==> config.mk <==
export PLATFORM = sky130hd
export DESIGN_NAME = pxs_ball_ctrl
export DESIGN_NICKNAME = d
export VERILOG_FILES = /design/src/rtl/pxs_ball_ctrl.sv
export SDC_FILE = /design/constraint.sdc
export NUM_CORES = 1
export LEC_CHECK = 0
export ABC_AREA = 1
export ABC_CLOCK_PERIOD_IN_PS = 3400
export CORE_UTILIZATION = 55
export DETAILED_ROUTE_END_ITERATION = 10
export PLACE_DENSITY = 0.86
export SLEW_MARGIN = 20
export SYNTH_ARGS = -nofsm -noshare
export SYNTH_HDL_FRONTEND = slang
export SYNTH_SLANG_ARGS = --single-unit
==> constraint.sdc <==
create_clock -name px_clk -period 3.4 [get_ports px_clk]
set_clock_uncertainty 0.05 [all_clocks]
set_input_delay 0.68 -clock px_clk [delete_from_list [all_inputs] [get_ports px_clk]]
set_output_delay 0.68 -clock px_clk [all_outputs]
set_load 0.02 [all_outputs]
==> src/rtl/pxs_ball_ctrl.sv <==
// Per-frame ball motion sequencer: steps the ball on VS rising edges, bounces it
// off the screen edges and flags goals. Optional serve hold-off with BALL_SERVE_EN.
module pxs_ball_ctrl #(
  parameter int unsigned SCREEN_W   = 640,
  parameter int unsigned SCREEN_H   = 480,
  parameter int unsigned SIZE_BALL  = 10,
  parameter int unsigned STEP       = 2,
  parameter int unsigned FRAME_DIV  = 1,
  parameter int unsigned SERVE_WAIT = 60
) (
  input  logic        px_clk,
  input  logic        reset_n,
  input  logic [25:0] RGBStr_i,
  input  logic        run,
  output logic [9:0]  pos_x,
  output logic [9:0]  pos_y,
  output logic        goal_l,
  output logic        goal_r,
  output logic        bounce
);

  localparam logic [1:0]  StWait    = 2'd0;
  localparam logic [1:0]  StMove    = 2'd1;
  localparam logic [10:0] StepW     = 11'(STEP);
  localparam logic [10:0] MaxX      = 11'(SCREEN_W - SIZE_BALL);
  localparam logic [10:0] MaxY      = 11'(SCREEN_H - SIZE_BALL);
  localparam logic [9:0]  CtrX      = 10'((SCREEN_W - SIZE_BALL) / 2);
  localparam logic [9:0]  CtrY      = 10'((SCREEN_H - SIZE_BALL) / 2);
  localparam logic [7:0]  FrameLast = 8'(FRAME_DIV - 1);

  logic [1:0]  state_q, state_d;
  logic        vs_q;
  logic [7:0]  frame_cnt_q, frame_cnt_d;
  logic [9:0]  pos_x_q, pos_x_d, pos_y_q, pos_y_d;
  logic        dir_x_q, dir_x_d, dir_y_q, dir_y_d;
  logic        goal_l_q, goal_l_d, goal_r_q, goal_r_d, bounce_q, bounce_d;
  logic        tick;
  logic [11:0] x_res, y_res;
  logic        unused_rgb;

  assign tick       = RGBStr_i[1] & ~vs_q;
  assign unused_rgb = ^{RGBStr_i[25:2], RGBStr_i[0]};

  // Returns {reflected, new_dir, new_pos}; dir 1 = increasing coordinate.
  function automatic logic [11:0] axis_step(input logic [9:0] pos, input logic dir_pos,
                                            input logic [10:0] max_pos);
    logic [10:0] cur, sum, diff;
    cur       = {1'b0, pos};
    sum       = cur + StepW;
    diff      = cur - StepW;
    axis_step = {1'b0, dir_pos, pos};
    if (dir_pos) begin
      if (sum >= max_pos) axis_step = {1'b1, 1'b0, max_pos[9:0]};
      else                axis_step = {1'b0, 1'b1, sum[9:0]};
    end else begin
      if (cur <= StepW) axis_step = {1'b1, 1'b1, 10'd0};
      else              axis_step = {1'b0, 1'b0, diff[9:0]};
    end
  endfunction

  assign x_res = axis_step(pos_x_q, dir_x_q, MaxX);
  assign y_res = axis_step(pos_y_q, dir_y_q, MaxY);

`ifdef BALL_SERVE_EN
  localparam logic [1:0]  StServe   = 2'd2;
  localparam logic [15:0] ServeLast = 16'(SERVE_WAIT - 1);
  logic [15:0] serve_cnt_q, serve_cnt_d;
`else
  logic unused_serve_wait;
  assign unused_serve_wait = ^SERVE_WAIT;
`endif

  always_comb begin
    state_d     = state_q;
    frame_cnt_d = frame_cnt_q;
    pos_x_d     = pos_x_q;
    pos_y_d     = pos_y_q;
    dir_x_d     = dir_x_q;
    dir_y_d     = dir_y_q;
    goal_l_d    = 1'b0;
    goal_r_d    = 1'b0;
    bounce_d    = 1'b0;
`ifdef BALL_SERVE_EN
    serve_cnt_d = serve_cnt_q;
`endif
    case (state_q)
      StWait: begin
        if (!run) begin
          frame_cnt_d = '0;
        end else if (tick) begin
          if (frame_cnt_q == FrameLast) begin
            frame_cnt_d = '0;
            state_d     = StMove;
          end else begin
            frame_cnt_d = frame_cnt_q + 8'd1;
          end
        end
      end
      StMove: begin
        pos_x_d  = x_res[9:0];
        dir_x_d  = x_res[10];
        pos_y_d  = y_res[9:0];
        dir_y_d  = y_res[10];
        goal_r_d = x_res[11] & dir_x_q;
        goal_l_d = x_res[11] & ~dir_x_q;
        bounce_d = x_res[11] | y_res[11];
        state_d  = StWait;
`ifdef BALL_SERVE_EN
        // The reflected dir_x already points away from the scorer.
        if (x_res[11]) begin
          state_d     = StServe;
          pos_x_d     = CtrX;
          pos_y_d     = CtrY;
          serve_cnt_d = '0;
        end
`endif
      end
`ifdef BALL_SERVE_EN
      StServe: begin
        if (tick) begin
          if (serve_cnt_q == ServeLast) begin
            serve_cnt_d = '0;
            frame_cnt_d = '0;
            state_d     = StWait;
          end else begin
            serve_cnt_d = serve_cnt_q + 16'd1;
          end
        end
      end
`endif
      default: state_d = StWait;
    endcase
  end

  always_ff @(posedge px_clk) begin
    if (!reset_n) begin
      state_q     <= StWait;
      vs_q        <= 1'b0;
      frame_cnt_q <= '0;
      pos_x_q     <= CtrX;
      pos_y_q     <= CtrY;
      dir_x_q     <= 1'b1;
      dir_y_q     <= 1'b1;
      goal_l_q    <= 1'b0;
      goal_r_q    <= 1'b0;
      bounce_q    <= 1'b0;
`ifdef BALL_SERVE_EN
      serve_cnt_q <= '0;
`endif
    end else begin
      state_q     <= state_d;
      vs_q        <= RGBStr_i[1];
      frame_cnt_q <= frame_cnt_d;
      pos_x_q     <= pos_x_d;
      pos_y_q     <= pos_y_d;
      dir_x_q     <= dir_x_d;
      dir_y_q     <= dir_y_d;
      goal_l_q    <= goal_l_d;
      goal_r_q    <= goal_r_d;
      bounce_q    <= bounce_d;
`ifdef BALL_SERVE_EN
      serve_cnt_q <= serve_cnt_d;
`endif
    end
  end

  assign pos_x  = pos_x_q;
  assign pos_y  = pos_y_q;
  assign goal_l = goal_l_q;
  assign goal_r = goal_r_q;
  assign bounce = bounce_q;

endmodule

==> flow_summary_export.csv <==
group,metric,value,unit
worst_setup_path,r2r_cells,12,
pwr,vdd.ir_drop.worst,257.5,µV
clock_tree,clock_tree.root_cell,"sky130_fd_sc_hd__clkbuf_8",
worst_setup_path,timing.critical_path.required,2.67,ns
global_route,grt_remaining_overflow,0,
floorplan,die_h,68.26,µm
global_route,grt_overall_usage,27.16,%
global_route,largest_net_degree_at_the_start_of_global_routing,16,
worst_setup_path,critical_path_class,"reg -> out",
floorplan,floorplan.core_area,4115,µm²
routing,vias,2446,
clock_tree,clk_pin_slew_worst_paths,0.07,ns
floorplan,design.die.area,4659,µm²
worst_hold_path,min-delay-start,"frame_cnt_q[5]",
sta,maxClockFrequency,443.8,MHz
synthesis,synth-seq-cells,35,
floorplan,start_util,58.68,%
synthesis,ys_async_sr_fraction,0,%
clock_tree,maximum_number_of_buffers_from_clock_root_to_sink,2,
floorplan,row_count,23,
pwr,pwr_density_cell,314.1,nW/µm²
layout,fill_cells,344,
synthesis,netlist_top_cells_area,"sky130_fd_sc_hd__dfxtp_1, sky130_fd_sc_hd__nand2_1, sky130_fd_sc_hd__nor2_1",
pwr,total_power,0.8851,mW
clock_tree,tritoncts.num_buffers,5,
worst_setup_path,r2r_setup_slack,1.38,ns
synthesis,synth_top_cells_by_count,"sky130_fd_sc_hd__nand2_1, sky130_fd_sc_hd__nor2_1, sky130_fd_sc_hd__inv_1",
synthesis,synth.cell_area,2415,µm²
synthesis,netlist_instances,373,
synthesis,postSynthAreaPerCell,6.474,µm²
worst_setup_path,start_kind,"register",
layout,register_area,700.7,µm²
clock_tree,cts-resized-gates,0,
global_route,grt_pass1_vias,2189,
run,max_cap_violations,0,
routing,routed_wirelength,5714,µm
pwr,leakagePower,1.297,nW
floorplan,num_io_pins,52,
synthesis,post_synth_num_cell_types,34,
sta,slew-limit-headroom,61.66,%
worst_setup_path,cp_cell_sequence,"clkdlybuf4s50_1",
worst_setup_path,arrival_time_worst_endpoint,1.52,ns
worst_setup_path,r2r_endpoint,"pos_y[4]",
routing,detail-route-antenna-nets,0,
synthesis,synth_ff_type,"sky130_fd_sc_hd__dfxtp_1",
layout,multiInputGateArea,1481,µm²
layout,fin_util,68.47,%
worst_setup_path,r2r_start,"pos_y[1]",
sta,post_route_fraction_of_the_period_consumed_by_the_critical_path,66.27,%
clock_tree,cts_h_tree_depth,2,
synthesis,seq_area_frac_synth,29.02,%
worst_setup_path,critPathTopFamily,"buffers and inverters",
global_route,grt_antenna_before_repair,0,
routing,avgViaCountPerCell,5.424,
global_route,grt_pass1_wl,9501,µm
layout,layout.nets,440,
layout,area_delta_synth_final,16.68,%
sta,layout_min_cycle_time,2.253,ns
worst_hold_path,min-delay-path-class,"reg -> reg",
sta,grt_setup_unrepaired,"no",
sta,setup_viol,0,
layout,n_antenna_cell,0,
sta,hold-worst-slack,0.4357,ns
clock_tree,cts_setup_buffers,0,
synthesis,yosys_warnings,0,
clock_tree,cts_hold_buffers,0,
synthesis,synth_enable_flop_cells,0,
synthesis,cell_with_the_most_instances_after_synthesis,"sky130_fd_sc_hd__nand2_1",
clock_tree,clkSinkCount,35,
place,weighted_congestion_reported_at_the_end_of_routability_driven_placement,0.9631,
floorplan,die_w,68.26,µm
worst_setup_path,crit_slowest_cell,"sky130_fd_sc_hd__clkdlybuf4s50_1",
worst_hold_path,holdPathEnd,"frame_cnt_q[5]",
routing,drcViolationCount,0,
clock_tree,cts_tree,"yes",
synthesis,synth.top_cell.area_share,29.02,%
routing,drt-wirelength-per-cell,12.67,µm
clock_tree,skew_pair_late_insertion_delay,0.29,ns
worst_setup_path,cpPeakStageDelay,0.68,ns
worst_setup_path,critical_path_buf_inv_count,1,
place,hpwlAfterDp,4189,µm
synthesis,syn_nets,412,
outcome,status,"finished clean",
worst_setup_path,type_of_element_capturing_the_critical_path,"primary output",
sta,worst-slew-pin-transition,0.5744,ns
place,io_buffer_count,26,
layout,final_layout_size_suffix_gt1_share,6.983,%
worst_hold_path,timing.hold.worst_path_depth,1,
sta,maxSlewViolCount,0,
sta,final.setup.tns,0,ns
routing,drt-pass1-iter-count,4,
sta,hold_viol_final,0,
worst_setup_path,critical_path_peak_fanout,12,
synthesis,biggest_area_consumer_among_synthesized_cells,"sky130_fd_sc_hd__dfxtp_1",
routing,initialDrtViolationCount,252,
## worst max path at each step
stage	startpoint	to	cells past startpoint
after detailed placement	reset_n	pos_y[4]	8
after CTS	pos_y[6]	pos_y[6]	1
after global routing	pos_y[6]	pos_y[6]	1
final	pos_y[6]	pos_y[6]	1
after global placement	reset_n	pos_y[4]	8
after floorplan	pos_y[1]	pos_y[4]	12
## power by group
group | internal [mW] | switching, mW
Clock | 0.214 | 0.161
Sequential | 0.416 | 0.00922
Combinational | 0.0317 | 0.0532
## stage by stage
| step | instance area [µm²] | std cells | setup slack, ns |
|---|---|---|---|
| 2_1_floorplan | 2415 | 373 | 1.552 |
| 3_3_place_gp | 2711 | 444 | 1.002 |
| 3_5_place_dp | 2711 | 444 | 0.9480 |
| 4_1_cts | 2818 | 451 | 1.147 |
| 5_1_grt | 2818 | 451 | 1.091 |
| 6_report | 2818 | 451 | 1.147 |
## area by class of cell
type | instances | share of cell area (%)
clock buffer | 5 | 2.442
clock inverter | 2 | 1.332
inverter | 49 | 6.528
multi-input combinational | 281 | 52.58
sequential | 35 | 24.87
tap | 50 | 2.220
timing repair buffer | 29 | 10.04
## sequential cells by signal, summed over array words and instances (netlist names)
register and flops:
dir_y_q 1, frame_cnt_q 8, goal_l 1, vs_q 1
bounce 1, state_q 1, dir_x_q 1, pos_x 10
goal_r 1, pos_y 10
## cells by family (layout without fill, tap and decap cells)
| kind of cell | after synthesis | after routing | synth area share [%] |
|---|---|---|---|
| flops | 35 | 35 | 29.02 |
| compound gates | 47 | 47 | 10.62 |
| fa+ha+maj | 10 | 10 | 5.181 |
| xor+xnor | 18 | 18 | 6.529 |
| buf+inv | 57 | 85 | 9.637 |
| simple gates | 206 | 206 | 39.02 |
## layout by cell type, fill, tap and decap left out, types with 2 or more instances in the layout
master / count
sky130_fd_sc_hd__a22oi_1: 2
sky130_fd_sc_hd__or2_2: 3
sky130_fd_sc_hd__a211oi_1: 2
sky130_fd_sc_hd__nand4_1: 9
sky130_fd_sc_hd__clkdlybuf4s50_1: 26
sky130_fd_sc_hd__nand2_2: 4
sky130_fd_sc_hd__clkbuf_8: 5
sky130_fd_sc_hd__nor2_4: 3
sky130_fd_sc_hd__dfxtp_1: 35
sky130_fd_sc_hd__nand3_2: 3
sky130_fd_sc_hd__xor2_1: 15
sky130_fd_sc_hd__nor2_2: 2
sky130_fd_sc_hd__inv_1: 48
sky130_fd_sc_hd__a21oi_1: 20
sky130_fd_sc_hd__xnor2_1: 3
sky130_fd_sc_hd__nand2_1: 90
sky130_fd_sc_hd__nor3_1: 4
sky130_fd_sc_hd__buf_4: 3
sky130_fd_sc_hd__nor2_1: 53
sky130_fd_sc_hd__o21ai_0: 18
sky130_fd_sc_hd__nand3_1: 29
sky130_fd_sc_hd__ha_1: 10
## layer usage
layer / routed length, µm / share of wire, % / up-vias / global-route usage, %
li1: - / - / 1245 / -
met1: 2597 / 45 / 1107 / 34.94
met2: 2655 / 46 / 81 / 44.12
met3: 361 / 6.3 / 13 / 5.000
met4: 99 / 1.7 / 0 / 11.20
met5: 0 / 0 / - / 0
Note: power is estimated with default switching activity, not from simulation.
